===== src/rtl/packed_vector_arbiter_if.sv =====
// rtl/packed_vector_arbiter_if.sv - requester/packed-vector bundle between game logic and the arbiter
interface packed_vector_arbiter_if;
    logic [3:0]  req;
    logic [15:0] input1_flat;
    logic [23:0] input2_flat;
    logic [9:0]  outputVec;
    logic        outValid;
    logic [3:0]  grant;
    logic [3:0]  ack;
    logic        busy;

    // Game-logic side: raises requests and presents code/value fields.
    modport master (
        output req, input1_flat, input2_flat,
        input  outputVec, outValid, grant, ack, busy
    );

    // Arbiter side: owns the packed vector and the grant/ack handshake.
    modport slave (
        input  req, input1_flat, input2_flat,
        output outputVec, outValid, grant, ack, busy
    );
endinterface


===== src/rtl/packed_vector_arbiter.sv =====
// rtl/packed_vector_arbiter.sv - round-robin arbiter that packs and holds one requester's code/value
module packed_vector_arbiter #(
    parameter int HOLD_CYCLES = 8
) (
    input  logic                    clk,
    input  logic                    resetN,
    packed_vector_arbiter_if.slave  bus
);

    typedef enum logic {
        ST_IDLE,
        ST_HOLD
    } state_t;

    // Counter is loaded with HOLD_CYCLES-1 so ack lands on the last valid cycle.
    localparam logic [7:0] HOLD_LOAD = 8'(HOLD_CYCLES - 1);

    state_t      r_state,      w_state_nxt;
    logic [7:0]  r_cnt,        w_cnt_nxt;
    logic [1:0]  r_last_grant, w_last_grant_nxt;
    logic [1:0]  r_gidx,       w_gidx_nxt;
    logic [9:0]  r_vec,        w_vec_nxt;
    logic        r_valid,      w_valid_nxt;
    logic [3:0]  r_grant,      w_grant_nxt;
    logic [3:0]  r_ack,        w_ack_nxt;
    logic        r_busy,       w_busy_nxt;

    logic        w_found;
    logic [1:0]  w_sel;
    logic [1:0]  w_idx;
    logic [3:0]  w_code;
    logic [5:0]  w_val;
    logic [3:0]  w_sel_onehot;

    // Round-robin scan starting just after the last owner; the last owner itself comes last.
    always_comb begin
        w_found = 1'b0;
        w_sel   = r_last_grant;
        w_idx   = r_last_grant;
        for (int i = 1; i <= 4; i++) begin
            w_idx = r_last_grant + 2'(i);
            if (!w_found && bus.req[w_idx]) begin
                w_found = 1'b1;
                w_sel   = w_idx;
            end
        end
    end

    assign w_code       = bus.input1_flat[w_sel*4 +: 4];
    assign w_val        = bus.input2_flat[w_sel*6 +: 6];
    assign w_sel_onehot = 4'b0001 << w_sel;

    // Next-state and next-output logic; every output is registered from these values.
    always_comb begin
        w_state_nxt      = r_state;
        w_cnt_nxt        = r_cnt;
        w_last_grant_nxt = r_last_grant;
        w_gidx_nxt       = r_gidx;
        w_vec_nxt        = r_vec;
        w_valid_nxt      = r_valid;
        w_grant_nxt      = r_grant;
        w_ack_nxt        = 4'b0000;
        w_busy_nxt       = r_busy;
        case (r_state)
            ST_IDLE: begin
                w_valid_nxt = 1'b0;
                w_grant_nxt = 4'b0000;
                w_busy_nxt  = 1'b0;
                if (w_found) begin
                    w_state_nxt = ST_HOLD;
                    w_vec_nxt   = {w_val, w_code};
                    w_gidx_nxt  = w_sel;
                    w_grant_nxt = w_sel_onehot;
                    w_valid_nxt = 1'b1;
                    w_busy_nxt  = 1'b1;
                    w_cnt_nxt   = HOLD_LOAD;
                    // A one-cycle hold acks on its only HOLD cycle.
                    if (HOLD_LOAD == 8'd0) begin
                        w_ack_nxt = w_sel_onehot;
                    end
                end
            end
            ST_HOLD: begin
                if (r_cnt == 8'd0) begin
                    w_state_nxt      = ST_IDLE;
                    w_last_grant_nxt = r_gidx;
                    w_valid_nxt      = 1'b0;
                    w_grant_nxt      = 4'b0000;
                    w_busy_nxt       = 1'b0;
                    w_cnt_nxt        = 8'd0;
                end else begin
                    w_cnt_nxt = r_cnt - 8'd1;
                    if (r_cnt == 8'd1) begin
                        w_ack_nxt = r_grant;
                    end
                end
            end
            default: begin
                w_state_nxt = ST_IDLE;
            end
        endcase
    end

    // State and output registers; reset abandons any transfer in flight.
    always_ff @(posedge clk or negedge resetN) begin
        if (!resetN) begin
            r_state      <= ST_IDLE;
            r_cnt        <= 8'd0;
            r_last_grant <= 2'd3;
            r_gidx       <= 2'd0;
            r_vec        <= 10'd0;
            r_valid      <= 1'b0;
            r_grant      <= 4'b0000;
            r_ack        <= 4'b0000;
            r_busy       <= 1'b0;
        end else begin
            r_state      <= w_state_nxt;
            r_cnt        <= w_cnt_nxt;
            r_last_grant <= w_last_grant_nxt;
            r_gidx       <= w_gidx_nxt;
            r_vec        <= w_vec_nxt;
            r_valid      <= w_valid_nxt;
            r_grant      <= w_grant_nxt;
            r_ack        <= w_ack_nxt;
            r_busy       <= w_busy_nxt;
        end
    end

    assign bus.outputVec = r_vec;
    assign bus.outValid  = r_valid;
    assign bus.grant     = r_grant;
    assign bus.ack       = r_ack;
    assign bus.busy      = r_busy;

endmodule


===== src/flat_wrapper.sv =====
// flat-port wrapper written by rule: the top's interface ports become plain ports
module packed_vector_arbiter_flat 
#(
    parameter int HOLD_CYCLES = 8
)
  (clk, resetN, bus_req, bus_input1_flat, bus_input2_flat, bus_outputVec, bus_outValid, bus_grant, bus_ack, bus_busy);
  packed_vector_arbiter_if bus_i ();
  input  logic clk;
  input  logic resetN;
  input wire logic [$bits(bus_i.req)-1:0] bus_req;
  input wire logic [$bits(bus_i.input1_flat)-1:0] bus_input1_flat;
  input wire logic [$bits(bus_i.input2_flat)-1:0] bus_input2_flat;
  output wire logic [$bits(bus_i.outputVec)-1:0] bus_outputVec;
  output wire logic [$bits(bus_i.outValid)-1:0] bus_outValid;
  output wire logic [$bits(bus_i.grant)-1:0] bus_grant;
  output wire logic [$bits(bus_i.ack)-1:0] bus_ack;
  output wire logic [$bits(bus_i.busy)-1:0] bus_busy;
  assign bus_i.req = bus_req;
  assign bus_i.input1_flat = bus_input1_flat;
  assign bus_i.input2_flat = bus_input2_flat;
  assign bus_outputVec = bus_i.outputVec;
  assign bus_outValid = bus_i.outValid;
  assign bus_grant = bus_i.grant;
  assign bus_ack = bus_i.ack;
  assign bus_busy = bus_i.busy;
  packed_vector_arbiter #(.HOLD_CYCLES(HOLD_CYCLES)) u_core (.clk(clk), .resetN(resetN), .bus(bus_i));
endmodule

===== config.mk =====
export PLATFORM = sky130hd
export DESIGN_NAME = packed_vector_arbiter_flat
export DESIGN_NICKNAME = d
export VERILOG_FILES = /design/src/rtl/packed_vector_arbiter_if.sv /design/src/rtl/packed_vector_arbiter.sv /design/src/flat_wrapper.sv
export SDC_FILE = /design/constraint.sdc
export NUM_CORES = 1
export LEC_CHECK = 0
export ABC_AREA = 1
export CAP_MARGIN = 30
export CORE_MARGIN = 8
export CORE_UTILIZATION = 50
export DETAILED_ROUTE_END_ITERATION = 8
export PLACE_DENSITY = 0.92
export SETUP_SLACK_MARGIN = 0.1
export SYNTH_ARGS = -nofsm -noshare
export SYNTH_HDL_FRONTEND = slang
export SYNTH_SLANG_ARGS = --single-unit
export TNS_END_PERCENT = 10

===== constraint.sdc =====
create_clock -name clk -period 2.85 [get_ports clk]
set_input_delay 0.57 -clock clk [delete_from_list [all_inputs] [get_ports clk]]
set_output_delay 0.57 -clock clk [all_outputs]
set_load 0.02 [all_outputs]

==> results.md, run 1 <==
- R2R Path Start: u_core.r_last_grant[0]
- Reg2Reg Setup Slack: 0.52 ns
- R2R Path End: u_core.bus.outputVec[2]
- Worst-Margin Slew: between 0.4 and 0.5 ns
- Crit path buffers/inverters: 1
- Area grow syn2layout: 34.31%
- TNS Setup: 0 ns
- Residual DRC count: 0
- Async SR Flop Fraction: 100.0%
- Sw frac: about 25%
- Fin Hold WS: between 0.4 and 0.5 ns
- Final setup violation count: 0
- # resized after CTS: 0
- Storage cell area: approximately 800 sq um
- Busiest grt layer: met2
- Sequential share of the synthesized area: 38.24%
- IO Port Bufs: 65
- Max Clk Rate: about 0.43 GHz
- Core Util, Final: a little over two thirds
- Top_reg_cell synth: dfrtp_1
- Sequential share of power: between 40 and 50%
- Total congestion overflow: 0
- Crit-path max FO: 14
- Yosys warnings: 0
- GR Util met3: under 10%
- Routing usage on met2: slightly above 30%
- Post-DRT Antenna Nets: 0
- Pre-CTS WS: around 0.33 ns
- Status: finished clean
- Worst-path cell chain: inv_2 -> nand2_1 -> nand2_1 -> nand2_2 -> nand2_4 -> o21ai_0 -> nand3_1 -> nand2_1 -> nand3_1 -> nand3_1 -> nand2_1
- CTS sink cnt: 32
- Crit Path Class: reg -> reg
- GR Util All Layers: approximately a fifth
- Vias in the first global route: roughly 2100
- Final Slew Violations: 0
- CTS tree: built
- Setup Skew: about 0.0027 ns
- Total power: 0.9784 mW
- Hold/Removal Path Class: reg -> reg
- Hold path startpoint: u_core.bus.outputVec[7]
- Avg WL per Cell: about 16 um
- Clock share of power: between 30% and 40%
- Max-cap violations: 0
- Largest net degree at the start of global routing: 33
- Internal Power: about 0.73 mW
- Clock Tree Buf Depth: 2
- Die height: ~80 um
- Clock H-tree levels: 2
- Static leakage: ~1.3 nW
- Relative slew slack: a little over two thirds
- Maximum vdd drop: 0.0001907 V
- Power density of the placed cells: approximately 350 mW/mm^2
- Starting Density: a little over half
- Critical Path Slowest Stage Cell: dfstp_2
- Final min period: ~2.3 ns
- Crit path required time: between 3 and 4 ns
- Mapped cell area: around 0.0021 sq mm
- CP dominant cell by count: nand2_1
- Core area: 0.004029 sq mm
- ANT cells: 0
- Slowest cell delay on critical path: roughly 0.7 ns
- Drt via density: around 5.8
- Post-DP HPWL: between 4 and 5 mm
- Final Hold Fails: 0
- CTS buffer count: 5
- Antenna violations before repair: 0
- Routed wire length: 6.466 mm
- Total number of vias: 2308
- Die ar.: roughly 0.0065 sq mm
- Setup repair bufs after CTS: 0
- WP data arrival: between 2 and 3 ns
- Worst-Skew Late Latency: a little under 0.3 ns
- Number of fill cells: around 330
- Final nets: approximately 400
- Net switching power: between 0.2 and 0.25 mW
- Worst Setup End Kind: flop
- RSZ-0062 raised after global routing: no
- WHS Path Cells: 2
- DRT iter0 DRCs: approximately 260
- DIE WIDTH: between 80 and 90 um
- Mean Syn Cell Area: slightly above 7 sq um
- 1st-pass router iterations: 6
- Area of the multi-input gates: about 0.0011 sq mm
- Fraction of layout cells with a size suffix above 1: under 10%
- Post-synth EDFFs: 0
- Met1 Track Usage GR: 25.10%
- Proportion of power drawn by combinational gates: about 17%
- Clock transition at path regs: around 0.070 ns
- CP top delay family: simple AND/OR/NAND/NOR gates
- CP Launch Type: flop
- Netlist cell types: 31
- First-pass GRT wire length: between 10 and 15 mm
- # hold bufs at CTS: 0
- Io pins: 66
- Reg2Reg Depth: 11
- Final GP Congestion: just under 0.9
- Row cnt: 23
- Min setup slack post-route: approximately 0.5 ns
- Period Utilization, post-route: 81.92%
- Syn Nets: approximately 340
- Root buf cell: clkbuf_8
- Hold EP: u_core.bus.outputVec[7]
- Critical path startpoint: u_core.r_last_grant[0]
- Flops & latches, synth: 32
- Mapped Cells: just under 300
-- Yosys cell counts, drive strengths merged (2+ instances only) --
cell type,count,area [sq um]
a21oi,3,15.01
a31oi,2,12.51
buf,16,118.9
dfrtp,30,750.7
dfstp,2,52.55
ha,3,37.54
inv,24,90.08
nand2,78,322.8
nand3,88,445.4
nand4,5,31.28
nor2,11,48.80
nor3,5,36.29
o21ai,10,50.04
o22ai,5,31.28
-- cell families after synthesis --
family | count (synthesis) | synth area share (%)
buf+inv | 42 | 10.30
simple gates | 187 | 42.11
fa+ha+maj | 3 | 1.787
xor+xnor | 2 | 0.8340
flops | 32 | 38.24
compound gates | 24 | 6.730
-- cell type report --
type	count	share of cell area, %
multi-input combinational	216	38.31
sequential	32	28.47
timing repair buffer	70	24.39
inverter	25	3.326
clock buffer	6	2.927
tap	50	2.217
clock inverter	2	0.3548
-- power groups by stage --
| stage | sequential, mW | combinational, mW | clock [mW] |
|---|---|---|---|
| 3_3_place_gp | 0.463 | 0.157 | 0 |
| 3_5_place_dp | 0.463 | 0.160 | 0 |
| 5_1_grt | 0.454 | 0.177 | 0.385 |
| 2_1_floorplan | 0.463 | 0.0750 | 0 |
| 4_1_cts | 0.454 | 0.161 | 0.367 |
| 6_report | 0.454 | 0.162 | 0.362 |
-- worst max path at each step --
stage                                         end  cells after the start
final                     u_core.bus.outputVec[2]                     11
after global routing      u_core.bus.outputVec[6]                     11
after CTS                 u_core.bus.outputVec[7]                     11
after detailed placement  u_core.bus.outputVec[9]                     12
after global placement    u_core.bus.outputVec[9]                     12
after floorplan           u_core.bus.outputVec[0]                     13
-- worst reg2reg max path: stages, from the launching register on --
cell and delay (ns):
dfstp_2 0.68, inv_2 0.15, nand2_1 0.09, nand2_1 0.09
nand2_2 0.14, nand2_4 0.11, o21ai_0 0.18, nand3_1 0.09
nand2_1 0.35, nand3_1 0.19, nand3_1 0.11, nand2_1 0.05
-- flip-flops by register name, summed over array words and instances (netlist names) --
name                  count
u_core.bus.ack            4
u_core.bus.grant          4
u_core.bus.outValid       1
u_core.bus.outputVec     10
u_core.r_cnt              8
u_core.r_gidx             2
u_core.r_last_grant       2
u_core.r_state            1
-- per-stage QoR --
step,std cells,cell area (sq um)
after floorplan,290,2101
after global placement,393,2729
after detailed placement,393,2729
after CTS,401,2821
after global routing,401,2821
final,401,2821
-- routing by layer --
| layer | up-vias | routed length, um | part of all wire, % |
|---|---|---|---|
| met5 | - | 0 | 0 |
| met4 | 0 | 230 | 3.6 |
| met3 | 22 | 529 | 8.2 |
| met2 | 136 | 3176 | 49 |
| met1 | 1053 | 2530 | 39 |
| li1 | 1097 | - | - |
-- cell usage in the layout (no fill, tap or decap), types with 4 or more instances in the layout --
cell type / count
nor2_1: 10
clkbuf_8: 6
nand3_1: 87
nand4_1: 5
inv_2: 4
nand2_1: 70
buf_4: 5
o22ai_1: 5
inv_1: 20
nand2_2: 6
clkdlybuf4s50_1: 65
nor3_1: 4
o21ai_0: 9
dfrtp_1: 30
Power figures use the tool's default switching activity.
==> inputs of run 2 (changes only) <==
- CORE_UTILIZATION: 50 -> 47
- PLACE_DENSITY: 0.92 -> 0.88
- clock period: 2.85 -> 2.4 ns (I/O delays scaled with it)
==> results.md, run 2 (synthesis gave the netlist of run 1 again) <==
- Hold path startpoint: u_core.bus.outputVec[5] (was u_core.bus.outputVec[7])
- Crit path required time: 2.58 ns (was 3.03 ns)
- First-pass GRT wire length: 10.24 mm (was 10.34 mm)
- CTS tree: built (unchanged)
- R2R Path End: u_core.bus.outputVec[8] (was u_core.bus.outputVec[2])
- Final nets: 406 (was 399)
- R2R Path Start: u_core.r_last_grant[0] (unchanged)
- Post-DP HPWL: 4.608 mm (was 4.670 mm)
- Final GP Congestion: 0.8502 (was 0.8760)
- Final setup violation count: 0 (unchanged)
- Vias in the first global route: 2226 (was 2143)
- Number of fill cells: 379 (was 334)
- WP data arrival: 2.30 ns (was 2.52 ns)
- Die ar.: 0.006865 sq mm (was 0.006532 sq mm)
- Maximum vdd drop: 0.0002489 V (was 0.0001907 V)
- Hold EP: u_core.bus.outputVec[5] (was u_core.bus.outputVec[7])
- Worst-Margin Slew: 0.3907 ns (was 0.4470 ns)
- CP Launch Type: flop (unchanged)
- Static leakage: 1.405 nW (was 1.344 nW)
- Drt via density: 5.602 (was 5.756)
- Clock Tree Buf Depth: 2 (unchanged)
- Power density of the placed cells: 423.5 mW/mm^2 (was 346.8 mW/mm^2)
- Area grow syn2layout: 40.26% (was 34.31%)
- Die height: 82.86 um (was 80.82 um)
- Final Slew Violations: 0 (unchanged)
- # hold bufs at CTS: 0 (unchanged)
- Core area: 0.004324 sq mm (was 0.004029 sq mm)
- WHS Path Cells: 2 (unchanged)
- Io pins: 66 (unchanged)
- Row cnt: 24 (was 23)
- Total number of vias: 2297 (was 2308)
- CTS buffer count: 5 (unchanged)
- Worst-Skew Late Latency: 0.28 ns (was 0.29 ns)
- Crit Path Class: reg -> reg (unchanged)
- Fin Hold WS: 0.4853 ns (was 0.4861 ns)
- Reg2Reg Setup Slack: 0.27 ns (was 0.52 ns)
- Clock H-tree levels: 2 (unchanged)
- 1st-pass router iterations: 4 (was 6)
- DRT iter0 DRCs: 185 (was 257)
- Crit-path max FO: 8 (was 14)
- RSZ-0062 raised after global routing: no (unchanged)
- CTS sink cnt: 32 (unchanged)
- Hold/Removal Path Class: reg -> reg (unchanged)
- TNS Setup: 0 ns (unchanged)
- Period Utilization, post-route: 88.62% (was 81.92%)
- GR Util All Layers: 17.45% (was 19.80%)
- Root buf cell: clkbuf_8 (unchanged)
- Residual DRC count: 0 (unchanged)
- Most common cell after layout, fill and taps aside: nand3_1 (unchanged)
- Status: finished clean (unchanged)
- DIE WIDTH: 82.86 um (was 80.82 um)
- Most frequent cells in the layout: nand3_1, nand2_1, clkdlybuf4s50_1 (unchanged)
- Setup Skew: 0.006536 ns (was 0.002655 ns)
- Antenna violations before repair: 0 (unchanged)
- Worst Setup End Kind: flop (unchanged)
- Final min period: 2.127 ns (was 2.335 ns)
- Largest net degree at the start of global routing: 33 (unchanged)
- Fraction of layout cells with a size suffix above 1: 10.61% (was 8.547%)
- Max-cap violations: 0 (unchanged)
- Clock transition at path regs: 0.07 ns (about the same)
- Total congestion overflow: 0 (unchanged)
- Area of the multi-input gates: 0.001086 sq mm (was 0.001081 sq mm)
- Post-DRT Antenna Nets: 0 (unchanged)
- Max FFs per register: 10 (unchanged)
- IO Port Bufs: 65 (unchanged)
- Starting Density: 48.58% (was 52.14%)
- Relative slew slack: 73.96% (was 70.13%)
- Final Hold Fails: 0 (unchanged)
- Reg2Reg Depth: 13 (was 11)
- ANT cells: 0 (unchanged)
- Routed wire length: 6.080 mm (was 6.466 mm)
- Avg WL per Cell: 14.83 um (was 16.12 um)
- Max Clk Rate: 0.4701 GHz (was 0.4283 GHz)
- Storage cell area: 803.3 sq um (unchanged)
-- run 2: cell count changes in the layout (fill, tap and decap cells not counted) --
cell / before / now
buf_12: 0 / 4
buf_4: 5 / 8
nand2_1: 70 / 68
nand2_2: 6 / 8
bufinv_16: 0 / 1
clkbuf_1: 0 / 1
clkbuf_8: 6 / 5
clkinv_2: 2 / 1
-- run 2: power by group --
group | switching [mW] | internal [mW] | total (mW)
Sequential | 0 | 0.540 | 0.540
Combinational | 0.0934 | 0.112 | 0.205
Clock | 0.196 | 0.308 | 0.503
Total | 0.289 | 0.959 | 1.25
-- run 2: per-stage QoR --
step                      util, %  setup slack [ns]  area [sq um]  instances  power [mW]
after floorplan                 -            0.6026          2101        290      0.6386
after global placement      65.19           0.06835          2819        400      0.7509
after detailed placement    65.19           0.02682          2819        400      0.7530
after CTS                   67.68            0.2082          2927        408       1.248
after global routing        68.14            0.1353          2947        410       1.297
final                       68.14            0.2730          2947        410       1.248
-- run 2: final cells by class --
cell class                 instances  share of cell area (%)
multi-input combinational        216                   36.86
clock buffer                       6                   2.463
clock inverter                     2                   1.189
inverter                          25                   3.185
tap                               52                   2.208
timing repair buffer              77                   26.84
sequential                        32                   27.26
-- run 2: how the worst max path moves through the flow --
stage / start / end / cells after the start
after detailed placement: bus_req[1] / u_core.bus.outputVec[8] / 13
after CTS: u_core.r_last_grant[0] / u_core.bus.outputVec[8] / 13
after floorplan: u_core.r_last_grant[1] / u_core.bus.outputVec[0] / 13
final: u_core.r_last_grant[0] / u_core.bus.outputVec[8] / 13
after global routing: u_core.r_last_grant[0] / u_core.bus.outputVec[8] / 12
after global placement: bus_req[2] / u_core.bus.outputVec[8] / 13
-- run 2: what timing repair did --
| action | 4_1_cts | 5_1_grt |
|---|---|---|
| buffers inserted | 0 | 2 |
| hold endpoints to repair | 0 | 0 |
| resized for setup | 0 | 2 |
| endpoints found under the setup margin | 0 | 13 |
-- run 2: metal layers --
layer / global-route usage [%] / wire length [um] / up-vias
li1: - / - / 1108
met1: 21.02 / 2593 / 1084
met2: 28.64 / 2971 / 92
met3: 4.688 / 372 / 13
met4: 7.029 / 143 / 0
met5: 0 / 0 / -
-- run 2: critical path, stage by stage (launching register included) --
cell     delay (ns)
dfstp_2        0.62
buf_4          0.16
nand2_1        0.05
nand2_1        0.13
nand2_2        0.11
nand2_4        0.15
nor2_1         0.07
nand2_1        0.06
nand3_1        0.08
nand2_2        0.14
buf_4          0.17
nand3_1        0.11
nand3_1        0.13
nand2_1        0.05
